## src/rtl/p2p_target_wr_recv_if.sv

```systemverilog
// p2p_target_wr_recv_if
//  Bundles the two streaming channels of the P2P write receive path.
//  Inbound request channel (tgt_req_*):
//    tgt_req_valid/last/head/data  from the PCIe side
//    tgt_req_ready                 back to the PCIe side
//  Outbound forward-down channel (p2p_down_*):
//    p2p_down_valid/last/head/data to the local device
//    p2p_down_ready                back from the local device
//  Modports:
//    slave  - the receive block (consumes tgt_req, produces p2p_down)
//    master - the environment around it
interface p2p_target_wr_recv_if #(
  parameter int DATA_W  = 256,
  parameter int HEAD_W  = 128,
  parameter int UHEAD_W = 64
);
  logic               tgt_req_valid;
  logic               tgt_req_last;
  logic [HEAD_W-1:0]  tgt_req_head;
  logic [DATA_W-1:0]  tgt_req_data;
  logic               tgt_req_ready;

  logic               p2p_down_valid;
  logic               p2p_down_last;
  logic [UHEAD_W-1:0] p2p_down_head;
  logic [DATA_W-1:0]  p2p_down_data;
  logic               p2p_down_ready;

  modport slave (
    input  tgt_req_valid, tgt_req_last, tgt_req_head, tgt_req_data,
    output tgt_req_ready,
    output p2p_down_valid, p2p_down_last, p2p_down_head, p2p_down_data,
    input  p2p_down_ready
  );

  modport master (
    output tgt_req_valid, tgt_req_last, tgt_req_head, tgt_req_data,
    input  tgt_req_ready,
    input  p2p_down_valid, p2p_down_last, p2p_down_head, p2p_down_data,
    output p2p_down_ready
  );
endinterface

```

## src/rtl/p2p_target_wr_recv.sv

```systemverilog
// p2p_target_wr_recv
//  Target end of the P2P DMA write path. Inbound memory-write requests are
//  checked against the configured BAR window, the source slot is decoded from
//  the address, and each accepted request is repackaged onto the forward-down
//  channel. Out-of-window, disabled and zero-length requests are dropped and
//  counted; requests whose beat count disagrees with byte_len are counted and
//  either forwarded short or truncated at the expected beat count.
//  Ports:
//    clk, rst      clock, synchronous active-high reset
//    cfg_en        1 = forward in-window requests, 0 = drop everything
//    cfg_win_base  window base, bits [63:WIN_LOG2] compared
//    bus           slave side of p2p_target_wr_recv_if (tgt_req_*, p2p_down_*)
//    drop_cnt      saturating count of dropped requests
//    len_err_cnt   saturating count of length-mismatched requests
module p2p_target_wr_recv #(
  parameter int          DATA_W    = 256,
  parameter int          HEAD_W    = 128,
  parameter int          UHEAD_W   = 64,
  parameter int          WIN_LOG2  = 24,
  parameter int          SLOT_LOG2 = 16,
  parameter logic [7:0]  LOCAL_DEV = 8'h01
) (
  input  logic                 clk,
  input  logic                 rst,
  input  logic                 cfg_en,
  input  logic [63:0]          cfg_win_base,
  p2p_target_wr_recv_if.slave  bus,
  output logic [15:0]          drop_cnt,
  output logic [15:0]          len_err_cnt
);

  typedef enum logic [1:0] {IDLE, FWD, DROP} state_t;

  localparam logic [63:0] WIN_MASK = (64'd1 << WIN_LOG2) - 64'd1;

  state_t               state;
  logic [8:0]           beat_cnt;
  logic [8:0]           exp_beats;

  logic                 out_valid;
  logic                 out_last;
  logic [UHEAD_W-1:0]   out_head;
  logic [DATA_W-1:0]    out_data;

  logic                 acc;
  logic [63:0]          req_addr;
  logic [12:0]          req_len;
  logic [7:0]           src_dev;
  logic                 win_hit;
  logic [8:0]           req_exp;
  logic [UHEAD_W-1:0]   first_head;

  logic                 emit;
  logic                 first;
  logic [8:0]           cur_cnt;
  logic [8:0]           cur_exp;
  logic                 at_exp;

  logic                 unused_head_bits;

  assign bus.tgt_req_ready  = ~rst & (~out_valid | bus.p2p_down_ready);
  assign bus.p2p_down_valid = out_valid;
  assign bus.p2p_down_last  = out_last;
  assign bus.p2p_down_head  = out_head;
  assign bus.p2p_down_data  = out_data;

  assign acc = bus.tgt_req_valid & bus.tgt_req_ready;

  // First-beat decode; only meaningful when state == IDLE.
  assign req_addr   = bus.tgt_req_head[95:32];
  assign req_len    = bus.tgt_req_head[12:0];
  assign src_dev    = 8'((req_addr & WIN_MASK) >> SLOT_LOG2);
  assign win_hit    = cfg_en
                    & ((req_addr >> WIN_LOG2) == (cfg_win_base >> WIN_LOG2))
                    & (req_len != 13'd0);
  assign req_exp    = 9'((14'(req_len) + 14'd31) >> 5);
  assign first_head = UHEAD_W'({16'h0, LOCAL_DEV, src_dev, 16'h0, 3'b0, req_len});

  assign unused_head_bits = &{1'b0, bus.tgt_req_head[127:96], bus.tgt_req_head[31:13]};

  // Per-beat decision: the first beat of a hit is judged with cnt=1 and the
  // freshly decoded expectation so the length rules apply uniformly.
  always_comb begin
    emit    = 1'b0;
    first   = 1'b0;
    cur_cnt = beat_cnt + 9'd1;
    cur_exp = exp_beats;
    case (state)
      IDLE: begin
        first   = 1'b1;
        emit    = win_hit;
        cur_cnt = 9'd1;
        cur_exp = req_exp;
      end
      FWD:     emit = 1'b1;
      default: emit = 1'b0;
    endcase
    at_exp = (cur_cnt == cur_exp);
  end

  always_ff @(posedge clk) begin
    if (rst) begin
      state       <= IDLE;
      beat_cnt    <= '0;
      exp_beats   <= '0;
      out_valid   <= 1'b0;
      out_last    <= 1'b0;
      out_head    <= '0;
      out_data    <= '0;
      drop_cnt    <= '0;
      len_err_cnt <= '0;
    end else begin
      if (bus.p2p_down_ready | ~out_valid)
        out_valid <= 1'b0;

      if (acc) begin
        case (state)
          IDLE: if (!win_hit) begin
            if (drop_cnt != '1) drop_cnt <= drop_cnt + 16'd1;
            state <= bus.tgt_req_last ? IDLE : DROP;
          end
          DROP: if (bus.tgt_req_last) state <= IDLE;
          default: ;
        endcase

        if (emit) begin
          out_valid <= 1'b1;
          out_data  <= bus.tgt_req_data;
          out_head  <= first ? first_head : '0;
          out_last  <= bus.tgt_req_last | at_exp;
          beat_cnt  <= cur_cnt;
          exp_beats <= cur_exp;
          if (bus.tgt_req_last) begin
            state <= IDLE;
            if (!at_exp && len_err_cnt != '1) len_err_cnt <= len_err_cnt + 16'd1;
          end else if (at_exp) begin
            // Too many beats: close the packet here and swallow the rest.
            state <= DROP;
            if (len_err_cnt != '1) len_err_cnt <= len_err_cnt + 16'd1;
          end else begin
            state <= FWD;
          end
        end
      end
    end
  end

endmodule
```

## src/flat_wrapper.sv

```systemverilog
// flat-port wrapper written by rule: the top's interface ports become plain ports
module p2p_target_wr_recv_flat 
#(
  parameter int          DATA_W    = 256,
  parameter int          HEAD_W    = 128,
  parameter int          UHEAD_W   = 64,
  parameter int          WIN_LOG2  = 24,
  parameter int          SLOT_LOG2 = 16,
  parameter logic [7:0]  LOCAL_DEV = 8'h01
)
  (clk, rst, cfg_en, cfg_win_base, drop_cnt, len_err_cnt, bus_tgt_req_valid, bus_tgt_req_last, bus_tgt_req_head, bus_tgt_req_data, bus_tgt_req_ready, bus_p2p_down_valid, bus_p2p_down_last, bus_p2p_down_head, bus_p2p_down_data, bus_p2p_down_ready);
  p2p_target_wr_recv_if #(.DATA_W(DATA_W), .HEAD_W(HEAD_W), .UHEAD_W(UHEAD_W)) bus_i ();
  input  logic clk;
  input  logic rst;
  input  logic cfg_en;
  input  logic [63:0] cfg_win_base;
  output logic [15:0] drop_cnt;
  output logic [15:0] len_err_cnt;
  input wire logic [$bits(bus_i.tgt_req_valid)-1:0] bus_tgt_req_valid;
  input wire logic [$bits(bus_i.tgt_req_last)-1:0] bus_tgt_req_last;
  input wire logic [$bits(bus_i.tgt_req_head)-1:0] bus_tgt_req_head;
  input wire logic [$bits(bus_i.tgt_req_data)-1:0] bus_tgt_req_data;
  output wire logic [$bits(bus_i.tgt_req_ready)-1:0] bus_tgt_req_ready;
  output wire logic [$bits(bus_i.p2p_down_valid)-1:0] bus_p2p_down_valid;
  output wire logic [$bits(bus_i.p2p_down_last)-1:0] bus_p2p_down_last;
  output wire logic [$bits(bus_i.p2p_down_head)-1:0] bus_p2p_down_head;
  output wire logic [$bits(bus_i.p2p_down_data)-1:0] bus_p2p_down_data;
  input wire logic [$bits(bus_i.p2p_down_ready)-1:0] bus_p2p_down_ready;
  assign bus_i.tgt_req_valid = bus_tgt_req_valid;
  assign bus_i.tgt_req_last = bus_tgt_req_last;
  assign bus_i.tgt_req_head = bus_tgt_req_head;
  assign bus_i.tgt_req_data = bus_tgt_req_data;
  assign bus_tgt_req_ready = bus_i.tgt_req_ready;
  assign bus_p2p_down_valid = bus_i.p2p_down_valid;
  assign bus_p2p_down_last = bus_i.p2p_down_last;
  assign bus_p2p_down_head = bus_i.p2p_down_head;
  assign bus_p2p_down_data = bus_i.p2p_down_data;
  assign bus_i.p2p_down_ready = bus_p2p_down_ready;
  p2p_target_wr_recv #(.DATA_W(DATA_W), .HEAD_W(HEAD_W), .UHEAD_W(UHEAD_W), .WIN_LOG2(WIN_LOG2), .SLOT_LOG2(SLOT_LOG2), .LOCAL_DEV(LOCAL_DEV)) u_core (.clk(clk), .rst(rst), .cfg_en(cfg_en), .cfg_win_base(cfg_win_base), .bus(bus_i), .drop_cnt(drop_cnt), .len_err_cnt(len_err_cnt));
endmodule
```

## config.mk

```make
export PLATFORM = sky130hd
export DESIGN_NAME = p2p_target_wr_recv_flat
export DESIGN_NICKNAME = d
export VERILOG_FILES = /design/src/rtl/p2p_target_wr_recv_if.sv /design/src/rtl/p2p_target_wr_recv.sv /design/src/flat_wrapper.sv
export SDC_FILE = /design/constraint.sdc
export NUM_CORES = 1
export LEC_CHECK = 0
export CELL_PAD_IN_SITES_DETAIL_PLACEMENT = 1
export CELL_PAD_IN_SITES_GLOBAL_PLACEMENT = 1
export CORE_AREA = 2 2 312 314
export DETAILED_ROUTE_END_ITERATION = 12
export DIE_AREA = 0 0 314 316
export PLACE_DENSITY = 0.46
export SETUP_SLACK_MARGIN = 0.2
export SLEW_MARGIN = 20
export SYNTH_ARGS = -nofsm -noshare
export SYNTH_HDL_FRONTEND = slang
export SYNTH_SLANG_ARGS = --single-unit
```

## constraint.sdc

```tcl
create_clock -name clk -period 3.3 [get_ports clk]
set_input_delay 0.33 -clock clk [delete_from_list [all_inputs] [get_ports clk]]
set_output_delay 0.33 -clock clk [all_outputs]
set_load 0.005 [all_outputs]
```

**Word-level counts from Yosys, hierarchy flattened**

Cells that the tools add are included.

- Flip-flop bits (word level): 374
- Bits in latches: 0
- RAM bits: 0
- Bits in read-only memories: 0
- Input bits: 454
- Output and inout port bits: 355
- Word-level logic and storage cells: 61
- Memories kept: 0

- Add/sub/neg operators: 4
- Multiply operators: 0
- Div/mod/pow operators: 0
- $lt $le $gt $ge: 0
- Eq/ne operators: 9
- Shifts and indexed selects: 0
- Muxes and demuxes: 19
- Bitwise operators: 9
- Reduce and logical (&&, ||, !) cells: 11

Operators with widths:

| cell | number |
|---|---|
| 16-bit two-way mux | 4 |
| 41-bit two-way mux | 1 |
| 40-bit equality test | 1 |
| 16-bit by 1-bit adder with 16-bit output (second input constant) | 2 |
| 16-bit inequality test (second input constant) | 2 |
| 9-bit two-way mux | 2 |
| 13-bit by 5-bit adder with 14-bit output (second input constant) | 1 |
| 13-bit nonzero test | 1 |
| 2-bit two-way mux | 6 |
| 9-bit by 1-bit adder with 9-bit output (second input constant) | 1 |
| 9-bit equality test | 1 |
| 4-bit AND reduction | 2 |
| 5-bit AND reduction | 1 |
| 1-bit bitwise AND | 4 |
| 1-bit two-way mux | 4 |
| 2-bit case mux with 2 select lines | 1 |
| 2-bit nonzero test | 2 |
| 3-bit by 2-bit inequality test with 1-bit output (second input constant) | 1 |
| 3-bit inequality test (second input constant) | 1 |
| 1-bit inverter | 3 |
| 3-bit nonzero test | 1 |
| 2-bit by 1-bit equality test with 1-bit output (second input constant) | 1 |
| 2-bit equality test (second input constant) | 1 |
| 2-bit logical NOT | 1 |
| other kinds (6) | 7 |

**Logic depth before layout (Yosys ltp)**

Gate-level depths: netlist of the first run.

- Word-level depth: 7
- Depth in mapped cells: 12
- Gate-level depth less buffers: 9

**Worst setup path after synthesis of the first run**

Ideal clock, no wire load.

- Path kind: reg-to-reg
- Start: reg u_core.beat_cnt[0]
- End: reg u_core.len_err_cnt[4]
- Library setup time: 70 ps
- Data arrival time: 2442 ps
- Required time: 3230 ps
- Slack: 788 ps
- Stages on the path, launching flop included: 12
- Buffers on the path: 2
- Clock period less this slack: 2512 ps
- Cells stage by stage: dfxtp_1 > ha_1 > and3_1 > and3_1 > xnor2_1 > o2111ai_1 > a21oi_2 > xnor2_1 > clkbuf_1 > clkbuf_1 > o21ai_0 > a21oi_1

- Cells in the longest elaborated chain, start to end: 7
- Elaborated cells on any way between the ends: 8
- Classes of those cells: add/sub (1); eq/ne (2); mux (1); reduce/logical (4)

Ends and longest elaborated chain:

| item | line | source |
|---|---|---|
| from (decl) | p2p_target_wr_recv.sv:37 | `logic [8:0] beat_cnt;` |
| from (signal assigned) | p2p_target_wr_recv.sv:131 | `beat_cnt <= cur_cnt;` |
| 9-bit by 1-bit adder with 9-bit output * | p2p_target_wr_recv.sv:86 | `cur_cnt = beat_cnt + 9'd1;` |
| 9-bit two-way mux * | p2p_target_wr_recv.sv:88 | `case (state)` |
| 9-bit equality test * | p2p_target_wr_recv.sv:98 | `at_exp = (cur_cnt == cur_exp);` |
| 1-bit logical NOT | p2p_target_wr_recv.sv:135 | `if (!at_exp && len_err_cnt != '1) len_err_cnt <= len_err_cnt + 16'd1;` |
| 1-bit logical AND | p2p_target_wr_recv.sv:135 |  |
| 2-bit by 1-bit inequality test with 1-bit output (no line) | - |  |
| 5-bit AND reduction (no line) * | - |  |
| to (signal assigned) | p2p_target_wr_recv.sv:135 |  |
| to (signal assigned) | p2p_target_wr_recv.sv:139 | `if (len_err_cnt != '1) len_err_cnt <= len_err_cnt + 16'd1;` |
| to (decl) | p2p_target_wr_recv.sv:29 | `output logic [15:0] len_err_cnt` |

Every way passes the cells marked *; elsewhere a longest branch is shown, timed or not.
A chain may end at the register's enable or synchronous reset.

**Final worst setup path of the first run**

- Start: reg u_core.beat_cnt[0]
- End: reg u_core.len_err_cnt[13]

The elaborated chain is that of the path after synthesis.

==> results.py, run 1 <==
metrics = {
    "timing": {
        "finalMaxSlewViolations": 0,
        "final_hold_viol_count": 0,
        "finalSetupViolations": 0,
        "fmax_ghz": 0.342,
        "rsz0062_at_grt": "false",
        "fin_crit_ps": 2920,
        "clock_skew_ps": 31.4,
        "period_share_pct": 88.6,
        "worstMarginPinSlew_ps": 1030,
        "slew_headroom_pct": 31.2,
    },
    "setup_path": {
        "ff2ff_path_depth": 11,
        "r2r-end": "u_core.len_err_cnt[13]$_SDFFE_PP0P_",
        "worst-path-max-fanout": 12,
        "cp.arrival_ps": 3420,
        "cp.required_ps": 3800,
        "reg2reg_setup_slack_ps": 380,
        "cp-start-kind": "flop",
        "path_class": "flop to flop",
        "setup.worst_path.start": "u_core.beat_cnt[0]$_SDFFE_PP0P_",
        "worst_r2r_startpoint": "u_core.beat_cnt[0]$_SDFFE_PP0P_",
        "crit_path_end_kind": "flop",
    },
    "cts": {
        "cts-buffers-inserted": 45,
        "cts_resized": 0,
        "cts_buffer_depth": 3,
        "cts.clk_slew.worst_paths_ps": 60,
        "hold_buffers": 0,
        "cts_sinks": 332,
        "cts_root_buf": "clkbuf_16",
        "cts_tree": "yes",
        "clk_latency_ps": 610,
        "cts_max_level": 2,
        "postCtsSetupBuffers": 0,
    },
    "finish": {
        "nets": 2784,
        "area_growth_pct": 75.3,
        "post-route-util_pct": 24.0,
        "final_cell_area_um2": 23100,
        "multi_input_area_um2": 5880,
        "drive_gt1_share_pct": 6.05,
        "mostFrequentLayoutCell": "clkdlybuf4s50_1",
        "register_area_um2": 6650,
        "fillers": 11300,
        "final_cell_mix": "clkdlybuf4s50_1 (674), nand2_1 (538), dfxtp_1 (330)",
    },
    "place": {
        "portBuffers": 675,
        "place_congestion": 0.782,
        "placed_area_um2": 21500,
        "dpl.hpwl_um": 44500,
    },
    "synthesis": {
        "async_reset_ff_share_pct": 0,
        "synthesis.area_um2": 13200,
        "syn_area_per_cell_um2": 7.90,
        "ys_ff_latch": 332,
        "synth-seq-area-share_pct": 50.5,
        "synth_edf_count": 0,
        "yosys_warnings": 0,
        "postSynthCellCount": 1665,
        "ys_types": 50,
        "synthFlopType": "dfxtp_1",
    },
    "grt": {
        "grt_antenna_before_repair": 2,
        "grt_pass1_wl_um": 88400,
        "grt_pass1_vias": 14500,
        "grt_max_degree": 171,
        "grt_use_total_pct": 11.5,
        "overflow": 0,
    },
    "detailed_routing": {
        "drt_first_pass_iters": 4,
        "drt_iter0_markers": 466,
        "viasPerCell": 3.78,
        "drt_drc_violations_left": 0,
        "ant_nets": 0,
        "wirelength_um": 59800,
        "vias": 13800,
        "wl_per_cell_um": 16.4,
    },
    "floorplanning": {
        "dieArea_um2": 99200,
        "initial_core_util_pct": 13.7,
        "coreArea_um2": 96000,
        "fp-row-count": 114,
        "io-pin-count": 809,
        "die_h_um": 316,
        "die_w_um": 314,
    },
    "min_path": {
        "worstHoldStart": "bus_tgt_req_data[72]",
        "min_to": "u_core.bus.p2p_down_data[72]$_SDFFE_PP0P_",
        "worstHoldPathCells": 3,
        "hp-class": "input port to flop",
    },
    "power": {
        "power_per_cell_area_nw_per_um2": 424,
        "power.leakage_uw": 0.00761,
        "internal-power_uw": 7540,
        "p_comb_share_pct": 7.0,
        "power_uw": 9770,
        "p_switching_uw": 2230,
        "swShare_pct": 22.9,
        "power_frac_clock_pct": 51.9,
        "power_frac_seq_pct": 41.1,
        "vdd_drop_max_v": 0.000293,
    },
    "job": {
        "max_cap_violations": 0,
    },
    "outcome": {
        "status": "complete, no violations",
    },
}
how the worst max path moves through the flow:
stage	end	slack (ps)	cells past startpoint
after CTS	u_core.len_err_cnt[13]$_SDFFE_PP0P_	230	10
after global placement	u_core.len_err_cnt[15]$_SDFFE_PP0P_	-230	11
after floorplan	u_core.len_err_cnt[4]$_SDFFE_PP0P_	790	11
after detailed placement	u_core.bus.p2p_down_data[47]$_SDFFE_PP0P_	-260	12
after global routing	u_core.len_err_cnt[3]$_SDFFE_PP0P_	210	10
final	u_core.len_err_cnt[13]$_SDFFE_PP0P_	380	11
Yosys cell counts (2+ instances only):
library cell  number  area share [%]
a211oi_1           8            0.46
a21oi_1          284              11
a22oi_1           21             1.2
a31oi_1            2           0.095
and2_1             2           0.095
and3_1            14            0.67
and4_1             3            0.20
buf_1              6            0.17
buf_2             24            0.91
buf_4             43             2.5
clkbuf_1          84             2.4
dfxtp_1          332              51
ha_1               3            0.29
inv_1             13            0.37
mux2_2             4            0.34
nand2_1          538              15
nand2b_1           3            0.14
nand3_1           19            0.72
nand4_1           11            0.52
nand4b_1           2            0.13
nor2_1            72             2.1
nor2b_1            4            0.19
nor3_1            13            0.49
nor3b_1            3            0.17
nor4_1            15            0.71
o2111ai_1          3            0.20
o211ai_1           2            0.11
o21ai_0           20            0.76
o311ai_0           4            0.27
o31ai_1            4            0.23
o41ai_1            2            0.13
or2_2              2           0.095
or3_1             14            0.67
or4_1              6            0.34
xnor2_1           25             1.7
xor2_1            46             3.1
cell families after synthesis:
logic type / after synthesis / synth area share, %
adders and majority gates: 3 / 0.285
other: 1 / 0.0285
xor gates and xnor gates: 72 / 4.90
DFF: 332 / 50.5
and+or+nand+nor: 724 / 22.8
buffers and inverters: 171 / 6.34
AOI/OAI and AO/OA: 357 / 14.7
muxes: 5 / 0.418
final cells by class:
| class | count | area share (%) |
|---|---|---|
| clock buffers | 68 | 5.56 |
| well taps | 1276 | 6.92 |
| diodes | 2 | 0.0217 |
| repair buffers | 732 | 32.0 |
| inverters | 13 | 0.212 |
| flip-flops and latches | 332 | 28.8 |
| multi-input cells | 1203 | 25.5 |
| clock inverters | 16 | 1.02 |
metal layers:
metal,part of all wire (%),GRT usage (%)
met5,0,0
met4,2.4,3.61
met2,51,20.7
met3,6.9,3.62
met1,40,12.7
sequential cells by signal (all words and copies together), names as in the netlist:
signal / count
u_core.drop_cnt: 16
u_core.len_err_cnt: 16
u_core.exp_beats: 9
u_core.bus.p2p_down_data: 256
u_core.state: 2
u_core.bus.p2p_down_head: 22
u_core.beat_cnt: 9
u_core.bus.p2p_down_valid: 1
u_core.bus.p2p_down_last: 1
power by group through the flow:
stage	registers [uW]	clock network [uW]	logic, uW
floorplan	4100	0	185
global placement	4100	0	683
detailed placement	4100	0	689
CTS	4020	5360	694
global route	4010	5480	735
finish	4020	5070	680
critical path, cell delays in order, from the launching register on:
cell and delay, ps:
dfxtp_2 380, buf_4 160, nand3_2 90, or3_1 400, a221oi_2 310, o2111ai_1 190, a21oi_2 300, xnor2_2 120
buf_12 150, nor4_1 270, buf_4 160, mux2_2 320
through the flow:
stage | worst slack [ps] | TNS [ps] | hold WS, ps | instances
2_1_floorplan | 788 | 0 | 448 | 1706
3_3_place_gp | -234 | -29150 | 442 | 3556
3_5_place_dp | -262 | -32820 | 448 | 3556
4_1_cts | 231 | 0 | 195 | 3640
5_1_grt | 209 | 0 | 210 | 3642
6_report | 377 | 0 | 271 | 3642
Power figures use the tool's default switching activity.
==> inputs of run 2 (changes only) <==
- CTS_CLUSTER_DIAMETER: default -> 40
==> results.py, run 2 (synthesis results as in run 1) <==
metrics = {
    "grt": {
        "grt_pass1_wl_um": 89900,
        "overflow": 0,
        "grt_antenna_before_repair": 2,
        "grt_pass1_vias": 15000,
        "grt_max_degree": 171,
        "grt_use_total_pct": 11.7,
    },
    "power": {
        "power_frac_clock_pct": 65.2,
        "power_frac_seq_pct": 29.8,
        "power_uw": 13600,
        "power.leakage_uw": 0.00838,
        "vdd_drop_max_v": 0.000312,
        "internal-power_uw": 10600,
        "swShare_pct": 21.7,
        "p_comb_share_pct": 5.0,
        "power_per_cell_area_nw_per_um2": 550,
        "p_switching_uw": 2940,
    },
    "setup_path": {
        "cp_top_family": "compound AO/OA/AOI/OAI gates",
        "crit_top_cell": "buf_4",
        "slowest_stage": "or3_1",
        "cp.arrival_ps": 3430,
        "worst_path_largest_cell_delay_ps": 400,
        "worst-path-max-fanout": 12,
        "cp_cell_sequence": "buf_4 > nand3_2 > or3_1 > a221oi_2 > o2111ai_1 > a21oi_2 > xnor2_2 > buf_12 > nor4_2 > buf_4 > mux2_2",
        "cp.required_ps": 3810,
        "cp-start-kind": "flop",
        "cp_num_buf_inv": 3,
        "crit_path_end_kind": "flop",
        "path_class": "flop to flop",
    },
    "timing": {
        "worstMarginPinSlew_ps": 1020,
        "finalSetupViolations": 0,
        "slew_headroom_pct": 31.7,
        "fmax_ghz": 0.342,
        "clock_skew_ps": 23.1,
        "holdWs_ps": 238,
        "finalMaxSlewViolations": 0,
        "final_hold_viol_count": 0,
        "setup_ws_ps": 380,
        "period_share_pct": 88.5,
        "rsz0062_at_grt": "false",
        "fin_crit_ps": 2920,
    },
    "detailed_routing": {
        "vias": 14100,
        "ant_nets": 0,
        "drt_drc_violations_left": 0,
        "wirelength_um": 60800,
        "drt_first_pass_iters": 6,
        "viasPerCell": 3.79,
        "drt_iter0_markers": 415,
        "wl_per_cell_um": 16.4,
    },
    "place": {
        "portBuffers": 675,
        "dpl.hpwl_um": 44500,
        "post-place-ws_ps": -262,
        "placedCellCount": 3556,
        "place_congestion": 0.782,
    },
    "finish": {
        "area_growth_pct": 87.2,
        "final_cell_mix": "clkdlybuf4s50_1 (674), nand2_1 (538), dfxtp_1 (329)",
        "nets": 2829,
        "fin_cells": 3718,
        "post-route-util_pct": 25.7,
        "mostFrequentLayoutCell": "clkdlybuf4s50_1",
        "largest_reg_flops": 256,
        "drive_gt1_share_pct": 9.22,
    },
    "floorplanning": {
        "io-pin-count": 809,
        "dieArea_um2": 99200,
        "fp-row-count": 114,
        "initial_core_util_pct": 13.7,
        "coreArea_um2": 96000,
        "die_w_um": 314,
        "die_h_um": 316,
    },
    "cts": {
        "cts_max_level": 3,
        "cts_root_buf": "clkbuf_16",
        "cts-buffers-inserted": 90,
        "cts_tree": "yes",
        "clk_latency_ps": 640,
        "cts_sinks": 332,
        "cts_buffer_depth": 3,
        "cts.clk_slew.worst_paths_ps": 50,
    },
    "min_path": {
        "hp-class": "input port to flop",
    },
    "outcome": {
        "status": "complete, no violations",
    },
    "job": {
        "max_cap_violations": 0,
    },
}
-- run 2: changes by cell type in the layout (fill, tap and decap cells not counted), sizes merged --
cell	before	now
clkbuf	68	119
clkinvlp	0	5
diode	2	1
inv	14	15
clkinv	10	25
bufinv	5	10
-- run 2: per-layer routing --
layer  up-vias  GRT usage [%]  share of wire (%)
met5         -              0                  0
li1       6874              -                  -
met1      6617           12.7                 39
met3       118           3.78                7.4
met4         0           5.49                3.3
met2       489           20.7                 50
-- run 2: worst reg2reg max path, stage by stage, from the launching register on --
cell       delay [ps]
dfxtp_2           370
buf_4             160
nand3_2            90
or3_1             400
a221oi_2          310
o2111ai_1         190
a21oi_2           300
xnor2_2           120
buf_12            150
nor4_2            260
buf_4             150
mux2_2            320
-- run 2: path summary, 6_finish.rpt --
kind | endpoint | slack, ps | cells past startpoint | startpoint
max | u_core.len_err_cnt[13]$_SDFFE_PP0P_ | 380 | 11 | u_core.beat_cnt[0]$_SDFFE_PP0P_
min | u_core.bus.p2p_down_data[123]$_SDFFE_PP0P_ | 240 | 3 | bus_tgt_req_data[123]
max reg2reg | u_core.len_err_cnt[13]$_SDFFE_PP0P_ | 380 | 11 | u_core.beat_cnt[0]$_SDFFE_PP0P_
min reg2reg | u_core.bus.p2p_down_data[19]$_SDFFE_PP0P_ | 450 | 2 | u_core.bus.p2p_down_data[19]$_SDFFE_PP0P_
-- run 2: power by group through the flow --
| stage | Sequential [uW] | Combinational, uW | Clock (uW) |
|---|---|---|---|
| finish | 4030 | 680 | 8840 |
| global route | 4030 | 736 | 9350 |
| CTS | 4030 | 694 | 9150 |
| detailed placement | 4100 | 689 | 0 |
| global placement | 4100 | 683 | 0 |
| floorplan | 4100 | 185 | 0 |
-- run 2: metrics by stage --
stage                     setup TNS, ps  area (um^2)
final                                 0        24600
after floorplan                       0        13300
after detailed placement         -32820        21500
after CTS                             0        24600
after global routing                  0        24600
after global placement           -29150        21500
-- run 2: area by class of cell --
type	instances	area [um^2]
multi-input combinational	1203	5880
inverter	13	48.8
clock inverter	42	518
tap	1276	1600
sequential	332	6650
clock buffer	119	2550
fill	11200	71400
antenna	1	2.50
timing repair buffer	732	7380
-- run 2: repair_timing --
action | in CTS | in global routing
hold buffers | 0 | 0
pin swaps | 0 | 1
gates resized for setup | 1 | 6
buffers inserted | 0 | 0
gates cloned | 0 | 0
setup endpoints to repair | 1 | 12
==> inputs of run 3 (changes only) <==
- MAX_ROUTING_LAYER: default -> met4
- RECOVER_POWER: default -> 25
==> results.py, run 3 (synthesis results as in run 1) <==
metrics = {
    "timing": {
        "holdWs_ps": 237,
        "finalMaxSlewViolations": 0,
        "fmax_ghz": 0.343,
        "clock_skew_ps": 24.0,
        "worstMarginPinSlew_ps": 1020,
        "period_share_pct": 88.5,
        "rsz0062_at_grt": "false",
        "final_hold_viol_count": 0,
        "fin_crit_ps": 2920,
        "slew_headroom_pct": 31.9,
        "finalSetupViolations": 0,
    },
    "grt": {
        "grt_pass1_vias": 15000,
        "grt_use_total_pct": 12.1,
        "grt_pass1_wl_um": 89700,
        "grt_max_degree": 171,
        "overflow": 0,
        "grt_antenna_before_repair": 2,
    },
    "cts": {
        "cts-buffers-inserted": 90,
        "cts_root_buf": "clkbuf_16",
        "postCtsSetupBuffers": 0,
        "cts_buffer_depth": 3,
        "cts.clk_slew.worst_paths_ps": 50,
        "cts_max_level": 3,
        "hold_buffers": 0,
        "cts_tree": "yes",
        "clk_latency_ps": 640,
        "cts_sinks": 332,
    },
    "floorplanning": {
        "coreArea_um2": 96000,
        "dieArea_um2": 99200,
        "die_w_um": 314,
        "die_h_um": 316,
        "io-pin-count": 809,
        "fp-row-count": 114,
        "initial_core_util_pct": 13.7,
    },
    "setup_path": {
        "crit_path_end_kind": "flop",
        "worst_path_largest_cell_delay_ps": 400,
        "cp-start-kind": "flop",
        "slowest_stage": "or3_1",
        "crit_top_cell": "buf_4",
        "cp.required_ps": 3810,
        "cp.arrival_ps": 3430,
        "worst-path-max-fanout": 12,
        "path_class": "flop to flop",
        "cp_cell_sequence": "buf_4 > nand3_2 > or3_1 > a221oi_2 > o2111ai_1 > a21oi_2 > xnor2_2 > buf_12 > nor4_2 > buf_4 > mux2_2",
    },
    "finish": {
        "final_cell_mix": "nand2_1 (538), clkdlybuf4s50_1 (513), dfxtp_1 (329)",
        "multi_input_area_um2": 5880,
        "post-route-util_pct": 25.7,
        "largest_reg_flops": 256,
        "nets": 2829,
        "fillers": 11200,
        "area_growth_pct": 87.2,
        "mostFrequentLayoutCell": "nand2_1",
        "drive_gt1_share_pct": 9.22,
        "register_area_um2": 6650,
        "fin_cells": 3718,
    },
    "place": {
        "portBuffers": 675,
        "dpl.hpwl_um": 44500,
        "placedCellCount": 3556,
        "place_congestion": 0.793,
    },
    "detailed_routing": {
        "vias": 14100,
        "drt_drc_violations_left": 0,
        "wl_per_cell_um": 16.3,
        "drt_iter0_markers": 431,
        "wirelength_um": 60700,
        "ant_nets": 0,
        "drt_first_pass_iters": 4,
        "viasPerCell": 3.78,
    },
    "outcome": {
        "status": "complete, no violations",
    },
    "min_path": {
        "hp-class": "input port to flop",
    },
    "power": {
        "vdd_drop_max_v": 0.000312,
        "power_per_cell_area_nw_per_um2": 550,
        "power.leakage_uw": 0.00896,
    },
    "job": {
        "max_cap_violations": 0,
    },
}
## run 3: changes by cell type in the layout (fill, tap and decap cells not counted)
cell and change:
clkdlybuf4s50_1 -161, dlygate4sd3_1 +161
## run 3: timing repair
action                     in CTS  in global routing
gates resized for setup         1                  6
pin swaps                       0                  1
setup endpoints to repair       1                 11
## run 3: report_power, final
group | switching, uW | internal (uW)
registers | 5.09 | 4030
logic | 235 | 445
clock network | 2700 | 6140
total | 2940 | 10600
## run 3: critical path: cells and delay by family, from the launching register on
family	cells	cell delay, ps
xor gates and xnor gates	1	120
muxes	1	320
buffers and inverters	3	460
AOI/OAI and AO/OA	3	790
and+or+nand+nor	3	740
DFF	1	370
## run 3: worst paths after layout
check                                                                 from                                    endpoint  slack (ps)  cells after the start
worst max-delay path                       u_core.beat_cnt[0]$_SDFFE_PP0P_         u_core.len_err_cnt[13]$_SDFFE_PP0P_         380                     11
worst min-delay path                                 bus_tgt_req_data[123]  u_core.bus.p2p_down_data[123]$_SDFFE_PP0P_         240                      3
worst min register to register  u_core.bus.p2p_down_data[238]$_SDFFE_PP0P_  u_core.bus.p2p_down_data[238]$_SDFFE_PP0P_         450                      2
worst max register to register             u_core.beat_cnt[0]$_SDFFE_PP0P_         u_core.len_err_cnt[13]$_SDFFE_PP0P_         380                     11
## run 3: layer usage
layer | vias to the layer above | global-route usage (%) | wire length [um]
met3 | 114 | 3.66 | 4460
li1 | 6878 | - | -
met1 | 6588 | 12.7 | 23700
met2 | 492 | 20.7 | 30700
met4 | 0 | 5.49 | 1950
met5 | - | - | 0
## run 3: layout make-up
cell class / instances / share of cell area, %
Timing Repair Buffer: 732 / 30.0
Multi-Input combinational cell: 1203 / 23.9
Clock inverter: 42 / 2.10
Tap cell: 1276 / 6.48
Antenna cell: 1 / 0.0102
Sequential cell: 332 / 27.0
Inverter: 13 / 0.198
Clock buffer: 119 / 10.4
## run 3: through the flow
stage | worst slack, ps | power, uW | TNS [ps] | cell area [um^2]
finish | 381 | 13600 | 0 | 24600
global route | 207 | 14100 | 0 | 24600
global placement | -234 | 4790 | -29150 | 21500
floorplan | 788 | 4290 | 0 | 13300
detailed placement | -262 | 4790 | -32820 | 21500
CTS | 209 | 13900 | 0 | 24600
